### src/rtl/pipe_stage_skid.sv
// Inter-stage pipeline register with a valid/ready handshake, an optional
// 2-entry skid buffer, flush (bubble insert) and a saturating stall counter.
module pipe_stage_skid #(
  parameter int DATA_WIDTH = 32,
  parameter int NUM_FIELDS = 5,
  parameter int CTRL_WIDTH = 6,
  parameter int SKID_EN    = 1
) (
  input  logic                             clock,
  input  logic                             clear,
  input  logic                             flush,
  input  logic                             in_valid,
  output logic                             in_ready,
  input  logic [NUM_FIELDS*DATA_WIDTH-1:0] in_data,
  input  logic [CTRL_WIDTH-1:0]            in_ctrl,
  output logic                             out_valid,
  input  logic                             out_ready,
  output logic [NUM_FIELDS*DATA_WIDTH-1:0] out_data,
  output logic [CTRL_WIDTH-1:0]            out_ctrl,
  output logic [15:0]                      stall_cycles
);
  localparam int PW = NUM_FIELDS * DATA_WIDTH;

  typedef enum logic [1:0] {
    ST_EMPTY = 2'd0,
    ST_FULL  = 2'd1,
    ST_SKID  = 2'd2
  } state_t;

  state_t          r_state;
  state_t          w_next_state;
  logic            r_out_valid;
  logic            r_in_ready;
  logic [PW-1:0]   r_main_data;
  logic [CTRL_WIDTH-1:0] r_main_ctrl;
  logic [PW-1:0]   r_skid_data;
  logic [CTRL_WIDTH-1:0] r_skid_ctrl;
  logic [15:0]     r_stall;

  logic w_in_ready;
  logic w_in_fire;
  logic w_out_fire;
  logic w_load_main_in;
  logic w_load_main_skid;
  logic w_load_skid;

  // Without the skid entry, ready must look through to the downstream ready.
  assign w_in_ready = (SKID_EN != 0) ? r_in_ready : (!r_out_valid || out_ready);
  assign w_in_fire  = in_valid && w_in_ready;
  assign w_out_fire = r_out_valid && out_ready;

  assign in_ready     = w_in_ready;
  assign out_valid    = r_out_valid;
  assign out_data     = r_main_data;
  assign out_ctrl     = r_main_ctrl;
  assign stall_cycles = r_stall;

  always_comb begin
    w_next_state     = r_state;
    w_load_main_in   = 1'b0;
    w_load_main_skid = 1'b0;
    w_load_skid      = 1'b0;
    case (r_state)
      ST_EMPTY: begin
        if (w_in_fire) begin
          w_next_state   = ST_FULL;
          w_load_main_in = 1'b1;
        end else begin
          w_next_state = ST_EMPTY;
        end
      end
      ST_FULL: begin
        if (w_in_fire && w_out_fire) begin
          w_next_state   = ST_FULL;
          w_load_main_in = 1'b1;
        end else if (w_in_fire) begin
          // Only reachable with the skid entry: in_ready stays high while stalled.
          if (SKID_EN != 0) begin
            w_next_state = ST_SKID;
            w_load_skid  = 1'b1;
          end else begin
            w_next_state = ST_FULL;
          end
        end else if (w_out_fire) begin
          w_next_state = ST_EMPTY;
        end else begin
          w_next_state = ST_FULL;
        end
      end
      ST_SKID: begin
        if (w_out_fire) begin
          w_next_state     = ST_FULL;
          w_load_main_skid = 1'b1;
        end else begin
          w_next_state = ST_SKID;
        end
      end
      default: begin
        w_next_state = ST_EMPTY;
      end
    endcase
  end

  always_ff @(posedge clock) begin
    if (clear) begin
      r_state     <= ST_EMPTY;
      r_out_valid <= 1'b0;
      r_in_ready  <= 1'b1;
      r_main_data <= '0;
      r_main_ctrl <= '0;
      r_skid_data <= '0;
      r_skid_ctrl <= '0;
      r_stall     <= 16'd0;
    end else begin
      if (r_out_valid && !out_ready && (r_stall != 16'hFFFF)) begin
        r_stall <= r_stall + 16'd1;
      end
      if (flush) begin
        r_state     <= ST_EMPTY;
        r_out_valid <= 1'b0;
        r_in_ready  <= 1'b1;
        r_main_data <= '0;
        r_main_ctrl <= '0;
        r_skid_data <= '0;
        r_skid_ctrl <= '0;
      end else begin
        r_state     <= w_next_state;
        r_out_valid <= (w_next_state != ST_EMPTY);
        r_in_ready  <= (w_next_state != ST_SKID);
        if (w_load_main_in) begin
          r_main_data <= in_data;
          r_main_ctrl <= in_ctrl;
        end else if (w_load_main_skid) begin
          r_main_data <= r_skid_data;
          r_main_ctrl <= r_skid_ctrl;
          r_skid_data <= '0;
          r_skid_ctrl <= '0;
        end
        if (w_load_skid) begin
          r_skid_data <= in_data;
          r_skid_ctrl <= in_ctrl;
        end
      end
    end
  end
endmodule

### config.mk
export PLATFORM = sky130hd
export DESIGN_NAME = pipe_stage_skid
export DESIGN_NICKNAME = d
export VERILOG_FILES = /design/src/rtl/pipe_stage_skid.sv
export SDC_FILE = /design/constraint.sdc
export NUM_CORES = 1
export LEC_CHECK = 0
export BUFFER_PORTS_ARGS = -buffer_cell sky130_fd_sc_hd__buf_2
export CAP_MARGIN = 20
export CORE_ASPECT_RATIO = 0.6
export CORE_UTILIZATION = 45
export DETAILED_ROUTE_END_ITERATION = 6
export PLACE_DENSITY = 0.73
export SLEW_MARGIN = 20
export SYNTH_ARGS = -nofsm -noshare
export SYNTH_HDL_FRONTEND = slang
export SYNTH_SLANG_ARGS = --single-unit
### constraint.sdc
create_clock -name clock -period 1.6 [get_ports clock]
set_input_delay 0.16 -clock clock [delete_from_list [all_inputs] [get_ports clock]]
set_output_delay 0.16 -clock clock [all_outputs]
set_load 0.01 [all_outputs]
==> results.ini, run 1 <==
[worst_setup_path]
startpoint_type=register
r2r_end=out_ctrl[0]
path_buf_inv=6
reg2reg_from=in_ready
rrSetupSlack_ps=-250
critPathMaxStageDelay_ps=340
r2r_cells=10
slowest_stage=dfxtp_2
worst_setup_path_end_kind=register
cp_cell_sequence=buf_6, nand3b_1, buf_6, a21oi_4, buf_6, buf_12, buf_12, buf_4, nor3_1, nor2_1
cp_common_cell=buf_6
cp_max_fo=8
cp.required_ps=2000
cp_top_family=buffers and inverters
cp.arrival_ps=2250
critPathKind=reg -> reg

[placement]
portBuffers=354
routabilityCongestion=0.8362
placed_area_sq_mm=0.01604
dp_hpwl_mm=26.15
preCtsSetupSlack_ps=-110.5
dp.cells=2126

[routing]
wl_mm=55.55
via_per_inst=6.196
final_antenna_net_count=0
drt_iter0_markers=1619
firstDrtPassIters=5
vias=14990
routedWlPerCell_microns=22.95
drc=0

[sta]
finClkSkew_ps=14.08
max_freq_mhz=539.2
finalHoldViolCount=0
maxSlewViolCount=0
tns_ps=-15840
rsz0062_at_grt=yes
setup_ws_ps=-254.5
worst_pin_slew_ps=603.4
period_needed_ps=1854
setup_viol=295
slew-limit-headroom_pct=59.77
hold_ws_ps=198.4
period_share_pct=115.9

[clock_tree]
clockBufferDepth=3
cts_buffers=34
cts_tree=built
clkLatencyLatePin_ps=520
root_buffer=clkbuf_16
cts_max_level=2
cts_sinks=352
path_clk_slew_ps=70

[logic_synthesis]
synth_area_sq_mm=0.01314
synth.distinct_cells=42
synthCells=1443
avgSynthCellArea_sq_um=9.109
yosysWarnings=0
async_reset_ff_share_pct=0
yosys_most_used_dff=dfxtp_1
synth-seq-cells=352
synth_edf_count=0
synth_nets=1617
synth.yosys.seq_area_share_pct=53.61

[global_route]
grt_pass1_vias=13610
antenna_found_initial=6
grtUsageTotal_pct=29.95
grt_pass1_wl_mm=72.70
grt_max_degree=107
overflow=0

[pwr]
powerDensity_mw_per_mm2=962.5
p_leak_nw=8.346
ir_drop_v=0.0009437

[min_path]
hp-class=in -> reg
holdCritStartpoint=flush
hold_depth=5
min_to=out_data[15]

[floorplanning]
initial_core_util_pct=45.79
core-area_sq_mm=0.02871
die_w_microns=222.6
die_h_microns=134.4
boundaryPins=355
die_area_sq_mm=0.02992
rows=48

[status]
violations=negative setup slack
status=complete, but fails checks

[layout]
area_growth_pct=64.60
final_cell_mix=355 x buf_2, 342 x dfxtp_1, 296 x nor2_1, 167 x dlygate4sd3_1, 111 x a22oi_2
drive_gt1_share_pct=41.96
finalInstanceArea_sq_mm=0.02163
final_cells=2420
fin_nets=2189
final_common_cell=buf_2

[run]
maxCapViolCount=0

[routing by layer]
| layer | up-vias | GRT usage, % | part of all wire (%) |
|---|---|---|---|
| li1 | 6534 | - | - |
| met1 | 7217 | 39.88 | 40 |
| met2 | 1046 | 47.12 | 46 |
| met3 | 195 | 6.221 | 9.5 |
| met4 | 2 | 13.10 | 4.3 |
| met5 | - | 0 | 0.020 |
[synth_stat cells, types with 5 or more instances]
master    number  area, sq um
dfxtp_1      352         7047
o221ai_1     126         1104
a22oi_1      206         1546
buf_1         12        45.04
clkbuf_1      89        334.1
inv_1          6        22.52
a21oi_1       53        265.3
nand3_1       45        225.2
nor2_1       300         1126
nand2_1       10        37.54
buf_2         50        250.2
o21ai_1        5        25.02
nor3_1       132        660.6
o31ai_1        6        45.04
or4_1          5        37.54
[logic make-up after synthesis]
group,share of synthesized area [%]
flops,53.61
buf+inv,4.988
fa+ha+maj,0.2856
simple gates,17.82
mux,0.2570
compound gates,23.04
[area by class of cell]
type	instances	area (sq um)
Fill cell	1782	7073
Sequential cell	352	7067
Timing Repair Buffer	686	5798
Clock inverter	9	102.6
Clock buffer	52	1072
Multi-Input combinational cell	934	7082
Inverter	7	31.28
Antenna cell	5	12.51
Tap cell	375	469.2
[sequential cells by signal, indices dropped and copies added (netlist names)]
signal / flops
in_ready: 1
out_ctrl: 6
out_data: 160
out_valid: 1
r_skid_ctrl: 6
r_skid_data: 160
r_state: 2
stall_cycles: 16
[worst register-to-register path, cell delays in order, from the launching register on]
cell	delay, ps
dfxtp_2	340
buf_6	110
nand3b_1	120
buf_6	130
a21oi_4	70
buf_6	120
buf_12	150
buf_12	140
buf_4	140
nor3_1	290
nor2_1	100
[where the power goes]
part           total, W  leakage (nW)  switching [W]  internal (W)
clock network   0.00858         0.585        0.00361       0.00497
registers       0.00914          2.86       0.000158       0.00899
logic           0.00310          4.90        0.00158       0.00152
total            0.0208          8.35        0.00535        0.0155
[how the worst max path moves through the flow]
| stage | startpoint | endpoint | slack (ps) | cells past startpoint |
|---|---|---|---|---|
| 3_5_place_dp | out_valid | out_data[40] | -110 | 8 |
| 4_1_cts | in_ready | r_skid_data[101] | -30 | 9 |
| 5_1_grt | out_valid | out_ctrl[0] | -300 | 11 |
| 3_3_place_gp | out_valid | out_data[29] | -60 | 8 |
| 6_report | in_ready | out_ctrl[0] | -250 | 10 |
| 2_1_floorplan | out_valid | out_data[81] | -20 | 9 |
[repair_timing]
| action | CTS | global route |
|---|---|---|
| endpoints found under the setup margin | 206 | 338 |
| hold endpoints to repair | 331 | 0 |
| gates resized for setup | 95 | 252 |
| buffers inserted | 13 | 18 |
| hold buffers | 167 | 0 |
| pin swaps | 17 | 77 |
| gates cloned | 9 | 27 |
[metrics by stage]
step,power (W),util (%)
after CTS,0.02023,68.65
after floorplan,0.01030,-
after detailed placement,0.01123,55.88
final,0.02082,75.36
after global routing,0.02139,75.36
after global placement,0.01119,55.88
Power figures use the tool's default switching activity.
==> run 2: changes to the inputs <==
--- a/config.mk
+++ b/config.mk
@@ -9,8 +9,9 @@
 export CAP_MARGIN = 20
 export CORE_ASPECT_RATIO = 0.6
 export CORE_UTILIZATION = 45
+export CTS_CLUSTER_SIZE = 20
 export DETAILED_ROUTE_END_ITERATION = 6
-export PLACE_DENSITY = 0.73
+export PLACE_DENSITY = 0.7
 export SLEW_MARGIN = 20
 export SYNTH_ARGS = -nofsm -noshare
 export SYNTH_HDL_FRONTEND = slang
==> constraint.sdc (replaced) <==
create_clock -name clock -period 2.1 [get_ports clock]
set_input_delay 0.21 -clock clock [delete_from_list [all_inputs] [get_ports clock]]
set_output_delay 0.21 -clock clock [all_outputs]
set_load 0.01 [all_outputs]
==> run 2 against run 1 <==
  * Combinational power shrank 47%
  * Flip-flop and latch count is the same
  * Critical path depth shrank 5
  * Critical path type unchanged
  * Total power shrank 26%
  * Global-route usage shrank 2.7 points
  * Sequential share of layout area grew 5.9 points
  * Non-clock buffer count shrank 131
  * The run now ends clean
  * Via count shrank 11%
  * Routed wire length shrank 23%
  * Worst setup slack gained 470 ps
==> results.ini, run 2 (synthesis results as in run 1) <==
[floorplanning]
die_area_sq_mm=0.02992
core-area_sq_mm=0.02871
boundaryPins=355
rows=48
die_h_microns=134.4
initial_core_util_pct=45.79
die_w_microns=222.6

[sta]
slew-limit-headroom_pct=64.79
setup_viol=0
period_share_pct=89.63
finalHoldViolCount=0
rsz0062_at_grt=no
finClkSkew_ps=14.66
worst_pin_slew_ps=528.1
period_needed_ps=1882
maxSlewViolCount=0
max_freq_mhz=531.3
tns_ps=0

[clock_tree]
cts_setup_buffers=0
cts_max_level=2
cts_sinks=352
path_clk_slew_ps=70
clockBufferDepth=3
cts_buffers=34
cts-resized-gates=0
root_buffer=clkbuf_16
cts_tree=built
clkLatencyLatePin_ps=520
cts_hold_buffers=164

[worst_setup_path]
cp_max_fo=7
cp.arrival_ps=2320
rrSetupSlack_ps=220
startpoint_type=register
r2r_end=stall_cycles[14]
critPathKind=reg -> reg
r2r_cells=5
reg2reg_from=stall_cycles[0]
worst_setup_path_end_kind=register
cp.required_ps=2540

[global_route]
grtUsageTotal_pct=27.30
grt_pass1_vias=12850
grt_pass1_wl_mm=66.99
overflow=0
antenna_found_initial=6
grt_max_degree=105

[routing]
via_per_inst=5.850
wl_met3_mm=3.419
routedWlPerCell_microns=18.75
firstDrtPassIters=7
wl_mm=42.92
final_antenna_net_count=0
met2WireLength_mm=19.57
drt_iter0_markers=1330
drt-met1-wl_mm=18.68
drc=0
vias=13390
top_layer=met4

[min_path]
min_to=r_skid_data[9]
holdCritStartpoint=in_data[9]
hp-class=in -> reg
hold_depth=3

[layout]
area_growth_pct=38.91
fin_nets=2057
regArea_sq_mm=0.007047
final_cell_mix=354 x buf_2, 352 x dfxtp_1, 299 x nor2_1, 206 x a22oi_1, 165 x dlygate4sd3_1
multi_input_area_sq_mm=0.005483
fillCellCount=2346
drive_gt1_share_pct=24.11
final_common_cell=buf_2
final_cells=2289

[placement]
portBuffers=354
routabilityCongestion=0.8333
dp_hpwl_mm=25.52
dp.cells=2057

[status]
status=finished clean

[run]
maxCapViolCount=0

[pwr]
powerDensity_mw_per_mm2=842.5
ir_drop_v=0.0005541
p_leak_nw=7.157

run 2: power by group:
part / internal [W] / switching [W]
registers: 0.00685 / 0.0000982
clock network: 0.00414 / 0.00264
logic: 0.000769 / 0.000886
total: 0.0118 / 0.00363
run 2: critical path, stage by stage (launching register included):
cell and delay [ps]:
dfxtp_1 440, ha_1 290, nand4_4 170, or3_4 460
or3_1 320, a21oi_1 140
run 2: metal layers:
metal / GRT usage (%) / vias to the layer above
met5: 0 / -
met4: 10.77 / 0
met3: 6.265 / 96
met2: 43.02 / 668
met1: 36.36 / 6392
li1: - / 6235
run 2: worst max path at each step:
stage,from,slack (ps),endpoint
floorplan,stall_cycles[0],360,stall_cycles[14]
global placement,out_ready,230,out_ctrl[2]
detailed placement,out_ready,200,out_data[146]
CTS,stall_cycles[0],250,stall_cycles[14]
global route,stall_cycles[0],80,stall_cycles[7]
finish,stall_cycles[0],220,stall_cycles[14]
run 2: cell type report:
cell class	instances	share of cell area [%]
sequential	352	38.60
multi-input combinational	933	30.03
tap	375	2.570
antenna	6	0.08224
clock buffer	46	5.530
timing repair buffer	555	21.74
inverter	7	0.1439
clock inverter	15	1.309
run 2: stage by stage:
stage | setup WS (ps) | util, % | hold slack [ps] | cell area (sq um) | power [W]
after floorplan | 355.9 | - | 370.8 | 13140 | 0.007839
after global placement | 234.3 | 53.44 | 450.7 | 15340 | 0.008439
final | 217.7 | 63.60 | 23.07 | 18260 | 0.01538
after global routing | 76.09 | 63.60 | 26.82 | 18260 | 0.01592
after detailed placement | 196.6 | 53.44 | 457.0 | 15340 | 0.008468
after CTS | 246.2 | 63.51 | 0.9047 | 18230 | 0.01546
